File: src/rtl/e0_sequencer.sv
`default_nettype none
// e0_sequencer: steps an E0 keystream core through clear/load/mix/clear/reload and then streams keystream bits.
// Revision 1.0 - initial release.
module e0_sequencer #(
  parameter int LOAD_BITS  = 128,
  parameter int MIX_CYCLES = 200
) (
  input  logic                 clk,
  input  logic                 rst,
  input  logic                 start,
  input  logic [LOAD_BITS-1:0] key_in,
  input  logic [15:0]          ks_len,
  output logic                 busy,
  output logic                 done,
  output logic                 core_clr,
  output logic                 core_load,
  output logic                 core_din,
  output logic                 core_en,
  input  logic                 core_z,
  output logic                 ks_bit,
  output logic                 ks_valid,
  input  logic                 ks_ready
);

  localparam int PW = (MIX_CYCLES > 1) ? $clog2(MIX_CYCLES) : 1;
  localparam logic [PW-1:0] LOAD_LAST     = PW'(LOAD_BITS - 1);
  localparam logic [PW-1:0] MIX_LAST      = PW'(MIX_CYCLES - 1);
  localparam logic [PW-1:0] MIX_FIRST_CAP = PW'(MIX_CYCLES - LOAD_BITS);

  typedef enum logic [2:0] {
    IDLE   = 3'd0,
    CLR1   = 3'd1,
    LOAD1  = 3'd2,
    MIX    = 3'd3,
    CLR2   = 3'd4,
    LOAD2  = 3'd5,
    STREAM = 3'd6,
    DONE   = 3'd7
  } state_t;

  state_t               state_q, state_d;
  logic [PW-1:0]        phase_q, phase_d;
  logic [LOAD_BITS-1:0] key_q, key_d;
  logic [LOAD_BITS-1:0] cap_q, cap_d;
  logic [15:0]          len_q, len_d;
  logic [15:0]          xfer_q, xfer_d;

  always_ff @(posedge clk) begin
    if (rst) begin
      state_q <= IDLE;
      phase_q <= '0;
      key_q   <= '0;
      cap_q   <= '0;
      len_q   <= '0;
      xfer_q  <= '0;
    end else begin
      state_q <= state_d;
      phase_q <= phase_d;
      key_q   <= key_d;
      cap_q   <= cap_d;
      len_q   <= len_d;
      xfer_q  <= xfer_d;
    end
  end

  always_comb begin
    state_d   = state_q;
    key_d     = key_q;
    cap_d     = cap_q;
    len_d     = len_q;
    xfer_d    = xfer_q;
    busy      = (state_q != IDLE);
    done      = 1'b0;
    core_clr  = 1'b0;
    core_load = 1'b0;
    core_din  = 1'b0;
    core_en   = 1'b0;
    ks_valid  = 1'b0;
    ks_bit    = 1'b0;

    case (state_q)
      IDLE: begin
        if (start) begin
          key_d   = key_in;
          len_d   = ks_len;
          xfer_d  = '0;
          state_d = CLR1;
        end
      end
      CLR1: begin
        core_clr = 1'b1;
        state_d  = LOAD1;
      end
      LOAD1: begin
        // Key is consumed LSB first by shifting the latched copy down.
        core_load = 1'b1;
        core_din  = key_q[0];
        key_d     = key_q >> 1;
        if (phase_q == LOAD_LAST) state_d = MIX;
      end
      MIX: begin
        core_en = 1'b1;
        if (phase_q >= MIX_FIRST_CAP) cap_d = {core_z, cap_q[LOAD_BITS-1:1]};
        if (phase_q == MIX_LAST) state_d = CLR2;
      end
      CLR2: begin
        core_clr = 1'b1;
        state_d  = LOAD2;
      end
      LOAD2: begin
        core_load = 1'b1;
        core_din  = cap_q[0];
        cap_d     = cap_q >> 1;
        xfer_d    = '0;
        if (phase_q == LOAD_LAST) state_d = (len_q == 16'd0) ? DONE : STREAM;
      end
      STREAM: begin
        ks_valid = 1'b1;
        ks_bit   = core_z;
        core_en  = ks_ready;
        if (ks_ready) begin
          xfer_d = xfer_q + 16'd1;
          if (xfer_q == len_q - 16'd1) state_d = DONE;
        end
      end
      DONE: begin
        done    = 1'b1;
        state_d = IDLE;
      end
      default: state_d = IDLE;
    endcase

    phase_d = (state_d != state_q) ? '0 : phase_q + PW'(1);
  end

endmodule
`default_nettype wire

File: config.mk
export PLATFORM = sky130hd
export DESIGN_NAME = e0_sequencer
export DESIGN_NICKNAME = d
export VERILOG_FILES = /design/src/rtl/e0_sequencer.sv
export SDC_FILE = /design/constraint.sdc
export NUM_CORES = 1
export LEC_CHECK = 0
export ABC_AREA = 1
export CAP_MARGIN = 10
export CORE_ASPECT_RATIO = 0.7
export CORE_MARGIN = 1.5
export CORE_UTILIZATION = 39
export CTS_BUF_LIST = sky130_fd_sc_hd__clkbuf_16
export CTS_CLUSTER_SIZE = 8
export DETAILED_ROUTE_END_ITERATION = 8
export PLACE_DENSITY_LB_ADDON = 0.12
export RECOVER_POWER = 50
export SETUP_SLACK_MARGIN = 0.05
export SYNTH_ARGS = -nofsm -noshare
export SYNTH_HDL_FRONTEND = slang
export SYNTH_SLANG_ARGS = --single-unit
File: constraint.sdc
create_clock -name clk -period 1.7 [get_ports clk]
set_input_delay 0.425 -clock clk [delete_from_list [all_inputs] [get_ports clk]]
set_output_delay 0.425 -clock clk [all_outputs]
set_load 0.05 [all_outputs]
==> metrics <==
minimum setup slack in the final design -369 ps; class of the most critical hold timing path in2reg; status finished, violations left; drt drc 0; final hold viol count 0; final count of negative-setup-slack endpoints 277; sequential element share of the synthesized area 0.491; Post-Synthesis Mean Instance Area 7.32 um^2; r2r worst-path depth 12; remaining max-slew budget at the tightest pin 0.794; worst r2r src state_q[0]; Internal Dissipation 14.7 mW; path type of the worst setup path reg2out; effective utilization at floorplan 0.401; fraction of final layout cells with drive strength greater than 1 0.348; via count of the first global-routing pass 11363; maxcap violations 0; critical path endpoint category primary output; Comb power frac 0.256; die area 0.0323 mm^2; RSZ-0062 raised after global routing yes; CP endpoint core_din; CTS clk-pin slew, worst paths 60 ps; part of the power in the clock network 0.357; Total Routing Usage GR 0.224; maximum number of buffers from clock root to sink 3; fin nets 2135; violated checks negative setup slack; final max-slew violation count 0; arrival time at the worst endpoint 1640 ps; H-tree lvl count 2; reg-to-reg endpoint cap_q[77]; detailed router's first-iteration violation count 671; most used cells in the layout excluding fill and tap cells sky130_fd_sc_hd__nand2_1, sky130_fd_sc_hd__dfxtp_1, sky130_fd_sc_hd__nor2_1; Period Utilization, post-route 1.22; number of buffers inserted during clock tree synthesis 43; horizontal die dimension 214 um; CTS tree built; worst hold slack across all endpoints 465 ps; Clock Root Buffer sky130_fd_sc_hd__clkbuf_16; P&R area growth vs syn 69.9%; maximum number of pins on one net before global-route repair 57; standard-cell row count 53; number of antenna violations at the first check in global routing 4; number of sinks on the clock net 299; sequential share of power 0.387; final routed wire length divided by cell count 17.9 um; beginning of the critical path state_q[0]; cell area after synthesis 0.0122 mm^2; count of port buffers added during placement 156; Sw Share 0.295; number of instances in the synthesized netlist 1664; power density over the cells 1010 mW/mm^2; kind of start point of the critical path flop; via count 12708; die height 151 um; #FFs+latches synth 299; most common cell after layout, fill and taps aside sky130_fd_sc_hd__nand2_1; number of primary I/O pins 157; total congestion overflow 0; sequential cell area 0.00601 mm^2; IR drop worst, VDD 0.000639 V; multi-input gate area in the final layout 0.00765 mm^2; routed wire length 42900 um; maximum frequency from static timing analysis 0.483 GHz; total chip power 20.9 mW; number of fill cells 2346; Net Count, Synth 1817; Req. time, crit path 1270 ps; maximum fanout count along the critical path 3; core region area 0.0304 mm^2; placer congestion estimate 0.850; Via-to-Cell Ratio 5.30; residual antenna-violating net count after detailed routing 0; first-pass iteration count of the detailed router 6; worst skew pair latency 530 ps; first-pass GRT wire length 59100 um; worst reg2reg setup slack -240 ps; instance count along the most critical hold path 3; worst-margin pin slew 309 ps; reported leakage power 8.17 nW; total of warnings raised by yosys 0; Netlist cell types 35; hpwl dp 20000 um; Clock Skews 10.7 ps; power dissipated by switching net loads 6.14 mW; shortest period the worst path allows 2070 ps
per-stage QoR:
stage / setup TNS, ps / worst slack, ps / cell area [um^2] / utilization / std cells
3_3_place_gp: -43710 / -342 / 15000 / 0.495 / 2226
3_5_place_dp: -47600 / -370 / 15000 / 0.495 / 2226
5_1_grt: -50180 / -404 / 20700 / 0.681 / 2396
4_1_cts: -31150 / -302 / 17900 / 0.591 / 2338
6_report: -31320 / -369 / 20700 / 0.681 / 2397
2_1_floorplan: -1500 / -223 / 12200 / - / 1664
worst max-delay path, cell delays in order, from the launching register on:
cell and delay [ps]:
sky130_fd_sc_hd__dfxtp_4 360, sky130_fd_sc_hd__buf_6 130, sky130_fd_sc_hd__nand3_2 70, sky130_fd_sc_hd__buf_6 130, sky130_fd_sc_hd__inv_4 40, sky130_fd_sc_hd__a22o_4 240
sky130_fd_sc_hd__buf_12 150
synthesized netlist by cell type (all sizes together):
library cell | count | area, um^2
nand2 | 352 | 1340
nor2 | 307 | 1180
dfxtp | 299 | 5990
o21ai | 279 | 1400
a31oi | 128 | 801
clkbuf | 88 | 330
inv | 64 | 240
a21oi | 33 | 165
nand3 | 33 | 183
buf | 28 | 140
nor3 | 16 | 96.4
xor2 | 10 | 87.6
xnor2 | 6 | 52.6
ha | 4 | 50.1
nand4 | 4 | 25.0
a211oi | 3 | 22.5
nand3b | 3 | 22.5
a22o | 1 | 8.76
and2 | 1 | 6.26
clkinv | 1 | 3.75
nor4 | 1 | 6.26
o221ai | 1 | 8.76
or2 | 1 | 6.26
xnor3 | 1 | 22.5
worst min path at each step:
stage | from | to | slack [ps]
2_1_floorplan | phase_q[0] | phase_q[0] | 430
3_3_place_gp | cap_q[56] | cap_q[56] | 460
3_5_place_dp | key_q[2] | key_q[1] | 470
4_1_cts | key_in[127] | key_q[127] | 440
5_1_grt | key_in[38] | key_q[38] | 470
6_report | key_in[38] | key_q[38] | 470
per-layer routing:
layer / part of all wire / GRT usage
met5: 0.00023 / 0
met4: 0.023 / 0.0704
met3: 0.054 / 0.0454
met2: 0.46 / 0.351
met1: 0.46 / 0.310
kinds of logic after synthesis:
logic type / share of synthesized area
simple gates: 0.235
flops: 0.491
fa+ha+maj: 0.00411
buf+inv: 0.0586
compound gates: 0.197
xor+xnor: 0.0134
state kept, by name (all words and copies together), names as in the netlist:
name	count
key_q	128
cap_q	128
xfer_q	16
state_q	3
len_q	16
phase_q	8
area by class of cell:
type / instances / area share
Antenna cell: 3 / 0.000363
Clock buffer: 43 / 0.0520
Clock inverter: 2 / 0.000786
Inverter: 65 / 0.0142
Multi-Input combinational cell: 1184 / 0.370
Sequential cell: 299 / 0.290
Tap cell: 412 / 0.0249
Timing Repair Buffer: 387 / 0.246
Timing Repair inverter: 2 / 0.00242
power by group through the flow:
| stage | registers [mW] | clock network [mW] | logic (mW) |
|---|---|---|---|
| finish | 8.06 | 7.45 | 5.34 |
| global route | 8.12 | 7.85 | 5.70 |
| CTS | 7.93 | 7.47 | 3.73 |
| detailed placement | 8.03 | 0 | 3.08 |
| global placement | 8.03 | 0 | 3.04 |
| floorplan | 7.96 | 0 | 1.81 |
timing repair:
action,in CTS,in global routing
cloned,28,37
hold endpoints to repair,0,0
pin swaps,27,64
hold buffers,0,0
setup buffers,41,32
setup endpoints to repair,277,288
gates resized for setup,315,526
Power figures use the tool's default switching activity.
